<file path="config.mk">
export PLATFORM = sky130hd
export DESIGN_NAME = datapath_sequencer
export DESIGN_NICKNAME = d
export VERILOG_FILES = /design/src/rtl/datapath_sequencer.sv
export SDC_FILE = /design/constraint.sdc
export NUM_CORES = 1
export LEC_CHECK = 0
export CORE_MARGIN = 4
export CORE_UTILIZATION = 50
export CTS_BUF_LIST = sky130_fd_sc_hd__clkbuf_4
export DETAILED_ROUTE_END_ITERATION = 7
export PLACE_DENSITY_LB_ADDON = 0.3
export SYNTH_ARGS = -nofsm -noshare
export SYNTH_HDL_FRONTEND = slang
export SYNTH_SLANG_ARGS = --single-unit
</file>
<file path="constraint.sdc">
create_clock -name clk -period 3.65 [get_ports clk]
set_input_delay 0.73 -clock clk [delete_from_list [all_inputs] [get_ports clk]]
set_output_delay 0.73 -clock clk [all_outputs]
set_load 0.01 [all_outputs]
</file>
<file path="src/rtl/datapath_sequencer.sv">
// Micro-program sequencer driving a Datapath: 16-word loadable program memory,
// FETCH/EXEC instruction cycle, branch-on-Zero, jumps, halt and a step watchdog.
module datapath_sequencer #(
  parameter int MAX_STEPS = 255,
  parameter int STEP_W    = 8
) (
  input  logic        clk,
  input  logic        rst,
  input  logic        load_en,
  input  logic [3:0]  load_addr,
  input  logic [13:0] load_data,
  input  logic        start,
  input  logic        Zero,
  output logic        wr,
  output logic [2:0]  ALUControl,
  output logic [1:0]  addr1,
  output logic [1:0]  addr2,
  output logic [1:0]  addr3,
  output logic        busy,
  output logic        done,
  output logic        err,
  output logic [1:0]  dbg_state,
  output logic [3:0]  dbg_pc
);

  typedef enum logic [1:0] {
    IDLE  = 2'd0,
    FETCH = 2'd1,
    EXEC  = 2'd2,
    DONE  = 2'd3
  } state_t;

  localparam logic [1:0] K_ALU  = 2'b00;
  localparam logic [1:0] K_BZ   = 2'b01;
  localparam logic [1:0] K_JMP  = 2'b10;
  localparam logic [1:0] K_HALT = 2'b11;

  localparam logic [STEP_W-1:0] STEP_LIMIT = STEP_W'(MAX_STEPS);

  logic [13:0]       mem [16];
  state_t            state_q, state_d;
  logic [3:0]        pc_q, pc_d;
  logic [STEP_W-1:0] steps_q, steps_d, steps_inc;
  logic [13:0]       inst_q, inst_d;
  logic              err_q, err_d;
  logic [1:0]        kind;
  logic [3:0]        target;
  logic              unused_inst_bit;

  // Program memory is deliberately not reset so it survives resets and runs.
  always_ff @(posedge clk) begin
    if (load_en && (state_q == IDLE)) begin
      mem[load_addr] <= load_data;
    end
  end

  assign kind            = inst_q[13:12];
  assign target          = inst_q[3:0];
  assign steps_inc       = steps_q + STEP_W'(1);
  assign unused_inst_bit = inst_q[4];

  always_ff @(posedge clk or negedge rst) begin
    if (!rst) begin
      state_q <= IDLE;
      pc_q    <= 4'd0;
      steps_q <= '0;
      inst_q  <= 14'd0;
      err_q   <= 1'b0;
    end else begin
      state_q <= state_d;
      pc_q    <= pc_d;
      steps_q <= steps_d;
      inst_q  <= inst_d;
      err_q   <= err_d;
    end
  end

  always_comb begin
    state_d = state_q;
    pc_d    = pc_q;
    steps_d = steps_q;
    inst_d  = inst_q;
    err_d   = err_q;
    case (state_q)
      IDLE: begin
        if (start) begin
          pc_d    = 4'd0;
          steps_d = '0;
          err_d   = 1'b0;
          state_d = FETCH;
        end
      end
      FETCH: begin
        inst_d  = mem[pc_q];
        state_d = EXEC;
      end
      EXEC: begin
        if (kind == K_HALT) begin
          state_d = DONE;
        end else begin
          steps_d = steps_inc;
          case (kind)
            K_ALU:   pc_d = pc_q + 4'd1;
            K_BZ:    pc_d = Zero ? target : (pc_q + 4'd1);
            K_JMP:   pc_d = target;
            default: pc_d = pc_q;
          endcase
          // Watchdog: the step that reaches the limit ends the run as an abort.
          if (steps_inc == STEP_LIMIT) begin
            err_d   = 1'b1;
            state_d = DONE;
          end else begin
            state_d = FETCH;
          end
        end
      end
      DONE: begin
        state_d = IDLE;
      end
      default: begin
        state_d = IDLE;
      end
    endcase
  end

  // Datapath controls come straight from inst_q; wr is qualified by EXEC so an
  // asynchronous reset drops it immediately.
  assign wr         = (state_q == EXEC) && (kind == K_ALU);
  assign ALUControl = inst_q[11:9];
  assign addr1      = inst_q[8:7];
  assign addr2      = inst_q[6:5];
  assign addr3      = inst_q[1:0];
  assign busy       = (state_q == FETCH) || (state_q == EXEC);
  assign done       = (state_q == DONE);
  assign err        = err_q;
  assign dbg_state  = state_q;
  assign dbg_pc     = pc_q;

endmodule

</file>
==> impl_results.md <==
- Crit path max fanout: 17
- Kind of capture point of the worst setup path: primary output
- Setup repair after global routing missed its margin: false
- Global-route congestion overflow total: 0
- Post-CTS repair timing setup buffer count: 0
- TritonCTS clock tree: done
- Count of maximum capacitance violations: 0
- Leakage dissipation: 3.78 nW
- Full die area: 21300 µm²
- Maximum clock frequency: 303 MHz
- Peak supply drop: 416 µV
- EDFF count, synth: 208
- Number of gates resized after cts: 0
- Net count reported at finish: 634
- Layout-stage area growth over the synthesis result: 16.3%
- Number of global-route vias before repair: 5334
- Sum of net half-perimeters after detailed placement: 11700 µm
- Worst Hold Class: reg2reg
- Syn_nets: 540
- Worst slew margin: 0.365
- Chip height: 146 µm
- Antenna violations before repair: 0
- Total power: 7.06 mW
- First-pass GRT wire length: 31100 µm
- Row Count: 50
- Launching element type of the critical path: flip-flop
- Hold-fix buffer count after cts: 0
- Clock edge transition at the registers on the reported setup and hold paths: 0.07 ns
- Fill cell total of the finished layout: 1351
- Worst EP required: 2.92 ns
- Total via count in the routed design: 5184
- Initial Utilization: 0.510
- Post-route minimum period: 3.30 ns
- Power density of the placed cells: 637 nW/µm²
- Routed Antenna Nets: 0
- Final wirelength: 20400 µm
- CTS H-tree depth: 2
- Post-Syn Area per Cell: 18.9 µm²
- Antenna diode count: 0
- Worst-case clock skew: 0.0235 ns
- Minimum setup slack in the final design: 0.352 ns
- Count of final max-slew check failures: 0
- Most used cells in the layout excluding fill and tap cells: sky130_fd_sc_hd__edfxtp_1, sky130_fd_sc_hd__clkbuf_4, sky130_fd_sc_hd__mux4_2
- Aggregate global-route resource usage: 0.193
- Number of DRC violations after detailed-routing iteration 0: 457
- Num Clock Sinks: 236
- Detailed Routing Iterations Pass 1: 5
- Post-synthesis cell type count: 43
- Top-level port count: 42
- Via-to-Cell Ratio: 5.88
- Longest Clk Path Bufs: 3
- Drc violations: 0
- Outcome: finished, final reports clean
- Setup violation total in the final timing report: 0
- Synthesized flop and latch total: 236
- Final TNS setup: 0 ns
- Maximum number of pins on one net before global-route repair: 32
- Share of flip-flops with an asynchronous set or reset: 0.119
- Num CTS Buffers: 58
- Hold Violations, Final: 0
- # port buffers: 40
- Number of cells produced by synthesis: 505
- Data arrival time at the worst-slack endpoint: 2.57 ns
- Slew at the pin closest to its max-slew limit: 0.946 ns
- Core area: 18700 µm²
- Leading register cell type out of synthesis: sky130_fd_sc_hd__edfxtp_1
- Synthesized cell area: 9530 µm²
- Final std cells w/o fill: 881
- Later-pin clock latency in the skew report: 0.66 ns
- Pre-CTS WS: 1.04 ns
- Critical path start-end classification: reg2out
- Final weighted congestion in routability-driven placement: 0.822
- Share of the yosys chip area belonging to registers: 0.729
- Horizontal die dimension: 146 µm
- Proportion of layout cells with a drive suffix above 1: 0.301
- Routed wirelength normalized by instance count: 23.2 µm
- Cell Count Post-Placement: 773
- CTS root buffer: sky130_fd_sc_hd__clkbuf_4
- Ys Warns: 0
- Post-route fraction of the period consumed by the critical path: 0.903
- Commonest non-fill, non-tap cell in the layout: sky130_fd_sc_hd__edfxtp_1
==> synth_stat cells, types with 2 or more instances <==
master | n | area, µm²
sky130_fd_sc_hd__edfxtp_1 | 208 | 6250
sky130_fd_sc_hd__mux4_2 | 52 | 1170
sky130_fd_sc_hd__nor2_1 | 32 | 120
sky130_fd_sc_hd__dfrtp_1 | 28 | 701
sky130_fd_sc_hd__nand2_1 | 20 | 75.1
sky130_fd_sc_hd__mux2i_1 | 14 | 140
sky130_fd_sc_hd__o21ai_0 | 14 | 70.1
sky130_fd_sc_hd__a221oi_1 | 13 | 114
sky130_fd_sc_hd__buf_4 | 13 | 97.6
sky130_fd_sc_hd__o22ai_1 | 13 | 81.3
sky130_fd_sc_hd__ha_1 | 12 | 150
sky130_fd_sc_hd__buf_2 | 9 | 45.0
sky130_fd_sc_hd__inv_1 | 7 | 26.3
sky130_fd_sc_hd__a22o_1 | 6 | 52.6
sky130_fd_sc_hd__clkbuf_1 | 6 | 22.5
sky130_fd_sc_hd__nand3_1 | 6 | 30.0
sky130_fd_sc_hd__nor3_1 | 6 | 30.0
sky130_fd_sc_hd__a21oi_1 | 5 | 25.0
sky130_fd_sc_hd__a22oi_1 | 4 | 30.0
sky130_fd_sc_hd__nand2b_1 | 4 | 25.0
sky130_fd_sc_hd__buf_6 | 3 | 33.8
sky130_fd_sc_hd__mux2_2 | 3 | 33.8
sky130_fd_sc_hd__o31ai_1 | 3 | 22.5
sky130_fd_sc_hd__and2_1 | 2 | 12.5
sky130_fd_sc_hd__nand4_1 | 2 | 12.5
sky130_fd_sc_hd__or3_1 | 2 | 12.5
sky130_fd_sc_hd__xnor2_1 | 2 | 17.5
==> per-layer routing <==
| layer | routed length (µm) | share of wire | track usage |
|---|---|---|---|
| met2 | 9670 | 0.47 | 0.297 |
| met5 | 0 | 0 | 0 |
| met4 | 238 | 0.012 | 0.0593 |
| met1 | 8740 | 0.43 | 0.278 |
| met3 | 1800 | 0.088 | 0.0487 |
==> final timing paths <==
kind | start | endpoint | slack, ns | cells past startpoint
worst max-delay path | dbg_state[0] | wr | 0.35 | 4
worst min-delay path | err | err | 0.49 | 2
worst max register to register | dbg_state[0] | steps_q[5] | 1.12 | 7
worst min register to register | err | err | 0.49 | 2
max in group asynchronous | rst | inst_q[11] | 2.31 | 2
min in group asynchronous | rst | steps_q[6] | 0.56 | 1
==> sequential cells by signal, summed over array words and instances, names as in the netlist <==
signal and flops:
inst_q 13, dbg_state 2, dbg_pc 4, err 1
mem 208, steps_q 8
==> power by group <==
group | internal [mW] | total [mW] | leakage [nW] | switching [mW]
Sequential | 3.08 | 3.28 | 2.21 | 0.197
Clock | 1.33 | 2.34 | 0.496 | 1.00
Combinational | 0.697 | 1.45 | 1.08 | 0.748
==> cell type report <==
type | count | area, µm² | area share
clock buffer | 97 | 728 | 0.0657
tap | 234 | 293 | 0.0264
timing repair buffer | 67 | 616 | 0.0555
multi-input combinational | 228 | 2370 | 0.214
inverter | 8 | 30.0 | 0.00271
sequential | 236 | 6950 | 0.627
clock inverter | 11 | 97.6 | 0.00881
==> logic make-up (layout without fill, tap and decap cells) <==
family | Yosys count | in the layout | share of synthesized area
AO/OA/AOI/OAI | 61 | 61 | 0.0445
XOR/XNOR | 3 | 3 | 0.00276
adder cells (fa/ha/maj) | 12 | 12 | 0.0158
buffers and inverters | 41 | 183 | 0.0249
flip-flops | 236 | 236 | 0.729
multiplexers | 69 | 69 | 0.141
AND/OR/NAND/NOR | 83 | 83 | 0.0421
==> per-stage QoR <==
stage / util / hold WS [ns] / area [µm²]
5_1_grt: 0.593 / 0.548 / 11100
2_1_floorplan: - / 0.434 / 9530
6_report: 0.593 / 0.489 / 11100
3_3_place_gp: 0.548 / 0.472 / 10300
3_5_place_dp: 0.548 / 0.477 / 10300
4_1_cts: 0.593 / 0.493 / 11100
==> critical path, stage by stage (launching register included) <==
cell and delay, ns:
sky130_fd_sc_hd__dfrtp_1 0.42, sky130_fd_sc_hd__inv_1 0.15, sky130_fd_sc_hd__ha_1 0.56, sky130_fd_sc_hd__and2_1 0.24, sky130_fd_sc_hd__clkdlybuf4s50_1 0.54
Power figures use the tool's default switching activity.
